[config.mk]
export PLATFORM = sky130hd
export DESIGN_NAME = filter_seq
export DESIGN_NICKNAME = d
export VERILOG_FILES = /design/src/rtl/filter_seq.sv
export SDC_FILE = /design/constraint.sdc
export NUM_CORES = 1
export LEC_CHECK = 0
export CAP_MARGIN = 15
export CORE_MARGIN = 2
export CORE_UTILIZATION = 35
export CTS_BUF_LIST = sky130_fd_sc_hd__clkbuf_16
export DETAILED_ROUTE_END_ITERATION = 6
export GPL_TIMING_DRIVEN = 0
export PLACE_DENSITY = 0.64
export SLEW_MARGIN = 20
export SYNTH_ARGS = -nofsm -noshare
export SYNTH_HDL_FRONTEND = slang
export SYNTH_SLANG_ARGS = --single-unit
[constraint.sdc]
create_clock -name clk_i -period 2.3 [get_ports clk_i]
set_input_delay 0.23 -clock clk_i [delete_from_list [all_inputs] [get_ports clk_i]]
set_output_delay 0.23 -clock clk_i [all_outputs]
set_load 0.005 [all_outputs]
[src/rtl/filter_seq.sv]
// Frame sequencer: streams NUM_PIX source pixels through a fixed-latency colour filter and
// writes them back at matching addresses. Optional raw-pixel path: FILTER_SEQ_BYPASS_EN.
module filter_seq #(
    parameter int unsigned NUM_PIX  = 76800,
    parameter int unsigned ADDR_W   = 17,
    parameter int unsigned FILT_LAT = 4
) (
    input  logic              clk_i,
    input  logic              rst_ni,
    input  logic              start_i,
    input  logic              abort_i,
`ifdef FILTER_SEQ_BYPASS_EN
    input  logic              bypass_i,
`endif
    output logic              busy_o,
    output logic              done_o,
    output logic              aborted_o,
    output logic              rd_en_o,
    output logic [ADDR_W-1:0] rd_addr_o,
    input  logic [23:0]       rd_data_i,
    output logic [7:0]        f_r_in_o,
    output logic [7:0]        f_g_in_o,
    output logic [7:0]        f_b_in_o,
    input  logic [7:0]        f_r_out_i,
    input  logic [7:0]        f_g_out_i,
    input  logic [7:0]        f_b_out_i,
    output logic              wr_en_o,
    output logic [ADDR_W-1:0] wr_addr_o,
    output logic [23:0]       wr_data_o
);

    typedef enum logic [1:0] {StIdle, StRead, StDrain, StFin} state_e;

    localparam logic [ADDR_W-1:0] LastAddr = ADDR_W'(NUM_PIX - 1);

    state_e                       state_q, state_d;
    logic [ADDR_W-1:0]            rd_addr_q, rd_addr_d;
    logic                         abort_pend_q, abort_pend_d;
    logic                         aborted_q, aborted_d;
    logic                         rd_en;
    logic                         upstream_empty;
    logic [FILT_LAT:0]            vld_q;
    logic [FILT_LAT:0][ADDR_W-1:0] adr_q;

    // The last stage is writing this cycle, so the line is empty next cycle once
    // every earlier stage is clear.
    always_comb begin
        upstream_empty = 1'b1;
        for (int unsigned i = 0; i < FILT_LAT; i++) begin
            if (vld_q[i]) upstream_empty = 1'b0;
        end
    end

    always_comb begin
        state_d      = state_q;
        rd_addr_d    = rd_addr_q;
        abort_pend_d = abort_pend_q;
        aborted_d    = aborted_q;
        rd_en        = 1'b0;
        unique case (state_q)
            StIdle: begin
                if (start_i) begin
                    state_d      = StRead;
                    rd_addr_d    = '0;
                    abort_pend_d = 1'b0;
                    aborted_d    = 1'b0;
                end
            end
            StRead: begin
                if (abort_i) begin
                    state_d      = StDrain;
                    abort_pend_d = 1'b1;
                end else begin
                    rd_en = 1'b1;
                    if (rd_addr_q == LastAddr) state_d = StDrain;
                    else rd_addr_d = rd_addr_q + 1'b1;
                end
            end
            StDrain: begin
                if (upstream_empty) begin
                    state_d   = StFin;
                    aborted_d = abort_pend_q;
                end
            end
            StFin:   state_d = StIdle;
            default: state_d = StIdle;
        endcase
    end

    always_ff @(posedge clk_i or negedge rst_ni) begin
        if (!rst_ni) begin
            state_q      <= StIdle;
            rd_addr_q    <= '0;
            abort_pend_q <= 1'b0;
            aborted_q    <= 1'b0;
            vld_q        <= '0;
            adr_q        <= '0;
        end else begin
            state_q      <= state_d;
            rd_addr_q    <= rd_addr_d;
            abort_pend_q <= abort_pend_d;
            aborted_q    <= aborted_d;
            vld_q[0]     <= rd_en;
            adr_q[0]     <= rd_addr_q;
            for (int unsigned i = 1; i <= FILT_LAT; i++) begin
                vld_q[i] <= vld_q[i-1];
                adr_q[i] <= adr_q[i-1];
            end
        end
    end

`ifdef FILTER_SEQ_BYPASS_EN
    logic                     bypass_q;
    logic [FILT_LAT-1:0][23:0] raw_q;

    // Raw pixels trail the filter by the same latency so timing is mode-independent.
    always_ff @(posedge clk_i or negedge rst_ni) begin
        if (!rst_ni) begin
            bypass_q <= 1'b0;
            raw_q    <= '0;
        end else begin
            if (state_q == StIdle && start_i) bypass_q <= bypass_i;
            raw_q[0] <= rd_data_i;
            for (int unsigned i = 1; i < FILT_LAT; i++) begin
                raw_q[i] <= raw_q[i-1];
            end
        end
    end
`endif

    always_comb begin
        wr_data_o = '0;
        if (vld_q[FILT_LAT]) wr_data_o = {f_r_out_i, f_g_out_i, f_b_out_i};
`ifdef FILTER_SEQ_BYPASS_EN
        if (vld_q[FILT_LAT] && bypass_q) wr_data_o = raw_q[FILT_LAT-1];
`endif
    end

    assign busy_o    = (state_q == StRead) || (state_q == StDrain);
    assign done_o    = (state_q == StFin);
    assign aborted_o = aborted_q;
    assign rd_en_o   = rd_en;
    assign rd_addr_o = rd_addr_q;
    assign f_r_in_o  = rd_data_i[23:16];
    assign f_g_in_o  = rd_data_i[15:8];
    assign f_b_in_o  = rd_data_i[7:0];
    assign wr_en_o   = vld_q[FILT_LAT];
    assign wr_addr_o = adr_q[FILT_LAT];

endmodule

==> results.yml, run 1 <==
floorplanning:
  start_util: 0.3607
  rows: 39
  dieWidth_microns: 112.7
  io_pins: 139
  dieArea_sq_um: 12700
  core_sq_um: 11470
  die_h_microns: 112.7
sta:
  fin_crit_ns: 2.126
  period_share: 0.9246
  worst_pin_slew_ns: 0.5323
  fmax_mhz: 470.3
  maxSlewHeadroom: 0.6451
  whs_ns: 0.3410
  setup_tns_ns: 0
  rsz0062_at_grt: "no"
  skew_ns: 0.01148
  finalSetupViolations: 0
  drv_slew: 0
  hold_viol: 0
worst_setup_path:
  crit_start: "state_q[1]"
  ff2ff_setup_slack_ns: 0.18
  r2r-start: "state_q[0]"
  r2r-end: "rd_addr_o[13]"
  cp-endpoint: "rd_en_o"
  worstRegToRegCells: 7
  required_ns: 2.07
  crit_path_max_fanout: 8
  cp-start-kind: "flip-flop"
  cp.arrival_ns: 1.90
  critPathCaptureType: "primary output"
  criticalPathCategory: "flip-flop to primary output"
power_and_ir_drop:
  power.density_nw_per_um2: 911.1
  power.leakage_uw: 0.002703
  finalPower_uw: 5286
  irDropWorstVdd_mv: 0.6545
place:
  io_buffers: 114
  place_congestion: 0.8292
  hpwl_microns: 5598
  placed_cells: 569
clock_network:
  clk_latency_ns: 0.35
  clockBufferDepth: 2
  cts_root_buf: "clkbuf_16"
  numClockSinks: 111
  htree_levels: 3
  numCtsBuffers: 9
  clk_pin_slew_ns: 0.08
  cts_tree: "yes"
global_routing:
  grt-ovfl-total: 0
  grt_pass1_wl_microns: 13170
  grt_max_degree: 76
  grt_pass1_vias: 2647
  grt_antenna_before_repair: 0
  grt.total_usage: 0.1296
synthesis:
  synth_fp_nets: 368
  ys_seq_area_frac: 0.6715
  synth_cell_types: 44
  syn_area_sq_um: 4136
  yosys_warnings: 0
  synth-seq-cells: 111
  synthCells: 311
  synth_edf_count: 0
  synthArstFlopShare: 1.000
  ys.flop_type: "dfrtp_1"
  avgSynthCellArea_sq_um: 13.30
route:
  initialDrtViolationCount: 142
  vias: 2654
  final_antenna_net_count: 0
  wl_per_cell_microns: 13.58
  via_per_inst: 4.537
  drt_pre_antenna_iters: 4
  drt_wl_total_microns: 7942
  drc: 0
final_layout:
  fin_util: 0.5059
  fin_nets: 494
  stdcell_count: 585
  fillers: 996
  area_delta_synth_final_pct: 40.26
  diodes: 0
  layout-drive-gt1-share: 0.1719
  multiInputGateArea_sq_um: 991.0
  regArea_sq_um: 2778
worst_hold_path:
  min_path_type: "input pin to async pin"
run_status:
  status: "finished clean"
run:
  drv_cap: 0
==> how the worst min path moves through the flow <==
| stage | startpoint | to | depth (start not counted) |
|---|---|---|---|
| 2_1_floorplan | rst_ni | abort_pend_q | 0 |
| 3_3_place_gp | adr_q[30] | adr_q[47] | 0 |
| 3_5_place_dp | rst_ni | wr_addr_o[3] | 1 |
| 4_1_cts | adr_q[8] | adr_q[25] | 0 |
| 5_1_grt | adr_q[26] | adr_q[43] | 0 |
| 6_report | rst_ni | wr_addr_o[3] | 2 |
==> cell families after synthesis <==
group / Yosys count / share of synthesized area
DFF: 111 / 0.6715
and+or+nand+nor: 89 / 0.1267
muxes: 11 / 0.02873
buffers and inverters: 58 / 0.09256
adders and majority gates: 5 / 0.01512
AOI/OAI and AO/OA: 37 / 0.06534
==> state kept, by name (all words and copies together), names as in the netlist <==
register	count
abort_pend_q	1
aborted_o	1
state_q	2
rd_addr_o	17
vld_q	5
wr_addr_o	17
adr_q	68
==> timing repair <==
item                                    in CTS  in global routing
endpoints found under the setup margin       1                  1
setup buffers                                0                  0
hold buffers                                 1                  0
pin swaps                                    0                  0
resized for setup                            2                  1
endpoints found under the hold margin       36                  0
==> layout make-up <==
type,count,area share
Clock inverter,7,0.01208
Clock buffer,9,0.03882
Multi-Input combinational cell,142,0.1708
Buffer,46,0.05823
Sequential cell,111,0.4788
Tap cell,143,0.03084
Timing Repair Buffer,116,0.2034
Inverter,11,0.007117
==> cell usage in the layout (no fill, tap or decap), drive strengths merged, types with 5 or more instances in the layout <==
cell | netlist | final
nor2 | 7 | 7
dfrtp | 111 | 111
nand2 | 20 | 20
buf | 43 | 45
nand2b | 5 | 5
inv | 11 | 16
nor3 | 6 | 6
o211ai | 8 | 8
nand3 | 6 | 6
and2 | 26 | 26
clkbuf | 4 | 12
o21ai | 5 | 5
nand4 | 7 | 7
clkdlybuf4s50 | 0 | 113
mux2i | 7 | 7
ha | 5 | 5
==> cell usage after synthesis, types with 2 or more instances <==
cell / number / area share
nor2_1: 7 / 0.0064
a22o_1: 4 / 0.0085
inv_1: 11 / 0.010
clkbuf_1: 4 / 0.0036
mux2_2: 3 / 0.0082
nor3_1: 6 / 0.0073
a31oi_1: 4 / 0.0060
nand3_1: 5 / 0.0060
o21ai_0: 5 / 0.0060
buf_4: 42 / 0.076
mux2i_1: 7 / 0.017
nor2b_1: 3 / 0.0045
and3_1: 2 / 0.0030
nand2_1: 19 / 0.017
and2_1: 26 / 0.039
o21a_1: 2 / 0.0036
ha_1: 5 / 0.015
nand2b_1: 5 / 0.0076
nand4_1: 6 / 0.0091
dfrtp_1: 111 / 0.67
a211o_1: 2 / 0.0042
a21oi_1: 3 / 0.0036
o211ai_1: 8 / 0.015
==> metrics by stage <==
stage / area, sq um / setup WS [ns]
after floorplan: 4136 / 0.4337
after global placement: 5456 / -2.917
after detailed placement: 5485 / 0.04601
after CTS: 5803 / 0.008958
after global routing: 5802 / 0.02720
final: 5802 / 0.1735
==> critical path: stages (launching register included) <==
cell and delay (ns):
dfrtp_1 0.42, inv_1 0.13, ha_4 0.20, nand2b_2 0.14, inv_1 0.15, clkdlybuf4s50_1 0.52
==> metal layers <==
layer,track usage,up-vias,part of all wire
met2,0.2172,92,0.51
met4,0.04797,0,0.018
met3,0.03482,14,0.057
met1,0.1620,1284,0.42
li1,-,1264,-
met5,0,-,0
==> power by group <==
part / switching, uW / internal (uW) / total (uW)
Sequential: 172 / 2280 / 2460
Clock: 741 / 773 / 1510
Combinational: 574 / 742 / 1320
(Power assumes the default switching activity.)
==> inputs of run 2 (changes only) <==
Settings changed: CORE_MARGIN 2 to not set.
==> run 2 against run 1 <==
Net effect: count of clock-buffer cells in the layout unchanged; critical path depth unchanged; global-route usage up 0.15 points; critical path type unchanged.
==> results.yml, run 2 (synthesized netlist as in run 1, its figures left out) <==
run_status:
  status: "finished clean"
worst_setup_path:
  r2r-start: "state_q[0]"
  cp-endpoint: "rd_en_o"
  cp.arrival_ns: 1.89
  ff2ff_setup_slack_ns: 0.21
  r2r-end: "rd_addr_o[13]"
  criticalPathCategory: "flip-flop to primary output"
  cp-start-kind: "flip-flop"
  worstRegToRegCells: 7
  crit_path_max_fanout: 8
  required_ns: 2.07
  critPathCaptureType: "primary output"
  crit_start: "state_q[1]"
worst_hold_path:
  min_path_type: "input pin to async pin"
power_and_ir_drop:
  clkPwrFrac: 0.280
  p_comb_frac: 0.251
  irDropWorstVdd_mv: 0.6638
  switching_power_uw: 1444
  power.leakage_uw: 0.002702
  power_frac_seq: 0.469
  p_sw_frac: 0.2760
  p_int_uw: 3789
  power.density_nw_per_um2: 902.4
final_layout:
  fillers: 1030
  largest_register_ffs: 68
  final_common_cell: "clkdlybuf4s50_1"
  layout-drive-gt1-share: 0.1697
  fin_nets: 494
  multiInputGateArea_sq_um: 991.0
  top_register: "adr_q"
  stdcell_count: 585
  diodes: 0
  area_delta_synth_final_pct: 40.17
  regArea_sq_um: 2778
  layout_common_cells: "clkdlybuf4s50_1, dfrtp_1, buf_4, and2_1, nand2_1"
route:
  final_antenna_net_count: 0
  drt_wl_total_microns: 7624
  via_per_inst: 4.544
  vias: 2658
  initialDrtViolationCount: 124
  drt_pre_antenna_iters: 4
  wl_per_cell_microns: 13.03
  drc: 0
clock_network:
  clockBufferDepth: 2
  cts_root_buf: "clkbuf_16"
  cts_setup_buffers: 0
  clk_pin_slew_ns: 0.07
  cts_tree: "yes"
  numClockSinks: 111
  htree_levels: 3
  clk_latency_ns: 0.34
  numCtsBuffers: 9
place:
  place_congestion: 0.8200
  placed_cells: 569
  io_buffers: 114
  hpwl_microns: 5463
  dp_slack_ns: 0.05129
sta:
  finalSetupViolations: 0
  period_share: 0.9198
  skew_ns: 0.005926
  fin_ws_ns: 0.1845
  rsz0062_at_grt: "no"
  hold_viol: 0
  fmax_mhz: 472.7
  maxSlewHeadroom: 0.6574
  fin_crit_ns: 2.115
  drv_slew: 0
  worst_pin_slew_ns: 0.5139
global_routing:
  grt-ovfl-total: 0
  grt_pass1_wl_microns: 12830
  grt.total_usage: 0.1312
  grt_pass1_vias: 2662
  grt_antenna_before_repair: 0
  grt_max_degree: 78
floorplanning:
  dieWidth_microns: 110.7
  dieArea_sq_um: 12260
  io_pins: 139
  start_util: 0.3607
  die_h_microns: 110.7
  core_sq_um: 11470
  rows: 39
run:
  drv_cap: 0
run 2: layout make-up:
type | count | share of cell area
flip-flops and latches | 111 | 0.4791
inverters | 11 | 0.007121
clock buffers | 9 | 0.03884
repair buffers | 116 | 0.2035
plain buffers | 46 | 0.05827
multi-input cells | 142 | 0.1709
clock inverters | 7 | 0.01144
well taps | 143 | 0.03086
run 2: stage by stage:
step | utilization | hold WS [ns] | total power [uW] | TNS, ns | area [sq um]
6_report | 0.5056 | 0.3453 | 5232 | 0 | 5798
5_1_grt | 0.5056 | 0.3478 | 5544 | 0 | 5798
4_1_cts | 0.5057 | 0.3459 | 5312 | 0 | 5799
3_5_place_dp | 0.4783 | 0.1435 | 3795 | 0 | 5485
3_3_place_gp | 0.4758 | 0.3312 | 3759 | -330.40 | 5456
2_1_floorplan | - | -0.06559 | 3132 | 0 | 4136
run 2: worst min-delay path by stage:
stage          startpoint           end  slack [ns]
2_1_floorplan      rst_ni  abort_pend_q       -0.07
3_3_place_gp    adr_q[46]     adr_q[63]        0.33
3_5_place_dp       rst_ni  wr_addr_o[2]        0.14
4_1_cts            rst_ni  wr_addr_o[2]        0.35
5_1_grt         adr_q[40]     adr_q[57]        0.35
6_report           rst_ni  wr_addr_o[2]        0.35
run 2: power groups by stage:
stage	clock network, uW	logic (uW)	registers, uW
after global routing	1600	1440	2500
after detailed placement	0	1300	2490
after CTS	1530	1330	2460
final	1460	1310	2450
after floorplan	0	688	2440
after global placement	0	1280	2480
run 2: critical path: stages (launching register included):
cell and delay, ns:
dfrtp_1 0.42, inv_1 0.13, ha_4 0.21, nand2b_2 0.14, inv_1 0.14, clkdlybuf4s50_1 0.51
run 2: what timing repair did:
| action | CTS | global route |
|---|---|---|
| gates resized for setup | 2 | 1 |
| hold buffers | 1 | 0 |
| endpoints found under the hold margin | 34 | 0 |
| endpoints found under the setup margin | 1 | 1 |
run 2: layer usage:
| layer | wire length [microns] | part of all wire | vias up | global-route usage |
|---|---|---|---|---|
| met5 | 0 | 0 | - | 0 |
| met4 | 102 | 0.013 | 0 | 0.04533 |
| met3 | 371 | 0.049 | 12 | 0.04155 |
| met2 | 3834 | 0.50 | 92 | 0.2228 |
| met1 | 3316 | 0.43 | 1293 | 0.1569 |
| li1 | - | - | 1261 | - |
==> inputs of run 3 (changes only) <==
Settings changed: GPL_ROUTABILITY_DRIVEN set to 0, SLEW_MARGIN 20 to 10.
==> run 3 against run 2 <==
Net effect: register-to-register slack worse by 0.02 ns; power is 0.26% lower; count of clock-buffer cells in the layout stayed put; die area stayed put; final area stayed put; via count is 1.1% higher; largest power group unchanged; highest routed layer unchanged.
==> results.yml, run 3 (synthesized netlist as in run 1, its figures left out) <==
run_status:
  status: "finished clean"
sta:
  skew_ns: 0.005514
  worst_pin_slew_ns: 0.4965
  whs_ns: 0.3356
  period_share: 0.9208
  setup_tns_ns: 0
  fin_crit_ns: 2.118
  maxSlewHeadroom: 0.6690
  hold_viol: 0
  finalSetupViolations: 0
  drv_slew: 0
  fmax_mhz: 472.2
  rsz0062_at_grt: "no"
  fin_ws_ns: 0.1822
clock_network:
  clockBufferDepth: 2
  numCtsBuffers: 9
  clk_latency_ns: 0.34
  numClockSinks: 111
  htree_levels: 3
  cts_setup_buffers: 0
  cts_root_buf: "clkbuf_16"
  cts_tree: "yes"
  clk_pin_slew_ns: 0.07
power_and_ir_drop:
  power.leakage_uw: 0.002702
  power.density_nw_per_um2: 900.1
  irDropWorstVdd_mv: 0.5541
place:
  placed_cells: 569
  hpwl_microns: 5458
  dpl_cell_area_sq_um: 5485
  dp_slack_ns: 0.05993
  io_buffers: 114
floorplanning:
  io_pins: 139
  dieArea_sq_um: 12260
  dieWidth_microns: 110.7
  die_h_microns: 110.7
  rows: 39
  core_sq_um: 11470
  start_util: 0.3607
route:
  final_antenna_net_count: 0
  initialDrtViolationCount: 117
  via_per_inst: 4.591
  drt_pre_antenna_iters: 5
  drt_wl_total_microns: 7692
  vias: 2686
  drc: 0
  wl_per_cell_microns: 13.15
global_routing:
  grt_antenna_before_repair: 0
  grt.total_usage: 0.1317
  grt_pass1_vias: 2691
  grt_pass1_wl_microns: 12920
  grt-ovfl-total: 0
  grt_max_degree: 80
worst_setup_path:
  criticalPathCategory: "flip-flop to primary output"
  critPathCaptureType: "primary output"
  cp-start-kind: "flip-flop"
  cp.arrival_ns: 1.89
  required_ns: 2.07
  crit_path_max_fanout: 8
final_layout:
  area_delta_synth_final_pct: 40.17
  top_register: "adr_q"
  diodes: 0
  largest_register_ffs: 68
  stdcell_count: 585
  fin_nets: 494
  layout_common_cells: "clkdlybuf4s50_1, dfrtp_1, buf_4, and2_1, nand2_1"
  final_common_cell: "clkdlybuf4s50_1"
  design_area_sq_um: 5798
  layout-drive-gt1-share: 0.1697
worst_hold_path:
  min_path_type: "input pin to async pin"
run:
  drv_cap: 0
-- run 3: layout make-up --
class                      count  area, sq um
buffer                        46        337.8
clock buffer                   9        225.2
clock inverter                 7        66.31
fill                         988         5669
inverter                      11        41.29
multi-input combinational    142        991.0
sequential                   111         2778
tap                          143        178.9
timing repair buffer         116         1180
-- run 3: what timing repair did --
item / CTS / global route
gates cloned: 0 / 0
gates resized for setup: 2 / 1
endpoints found under the setup margin: 1 / 1
hold buffers: 1 / 0
hold endpoints to repair: 32 / 0
-- run 3: routing by layer --
layer  global-route usage  part of all wire  vias to the layer above
met4              0.04622            0.0099                        0
met1               0.1575              0.41                     1307
met2               0.2257              0.52                      105
met3              0.03882             0.055                        9
li1                     -                 -                     1265
met5                    0                 0                        -
-- run 3: worst max-delay path, stage by stage (launching register included) --
cell and delay, ns:
dfrtp_1 0.42, inv_1 0.13, ha_4 0.20, nand2b_2 0.14, inv_1 0.15, clkdlybuf4s50_1 0.52
-- run 3: stage by stage --
stage               power, uW    util
floorplan                3132       -
global placement         3746  0.4758
detailed placement       3803  0.4783
CTS                      5297  0.5057
global route             5541  0.5056
finish                   5219  0.5056
-- run 3: path summary, 6_finish.rpt --
check                           start             to  slack (ns)  cells after the start
min reg2reg                  adr_q[8]      adr_q[25]        0.34                      0
max in group asynchronous      rst_ni  rd_addr_o[14]        1.31                      3
max reg2reg                state_q[0]  rd_addr_o[13]        0.19                      7
min in group clk_i           adr_q[8]      adr_q[25]        0.34                      0
min                            rst_ni   wr_addr_o[2]        0.34                      2
max                        state_q[1]        rd_en_o        0.18                      5
-- run 3: power by group --
part | internal (uW) | switching, uW
Combinational | 744 | 572
Clock | 759 | 689
Sequential | 2280 | 171
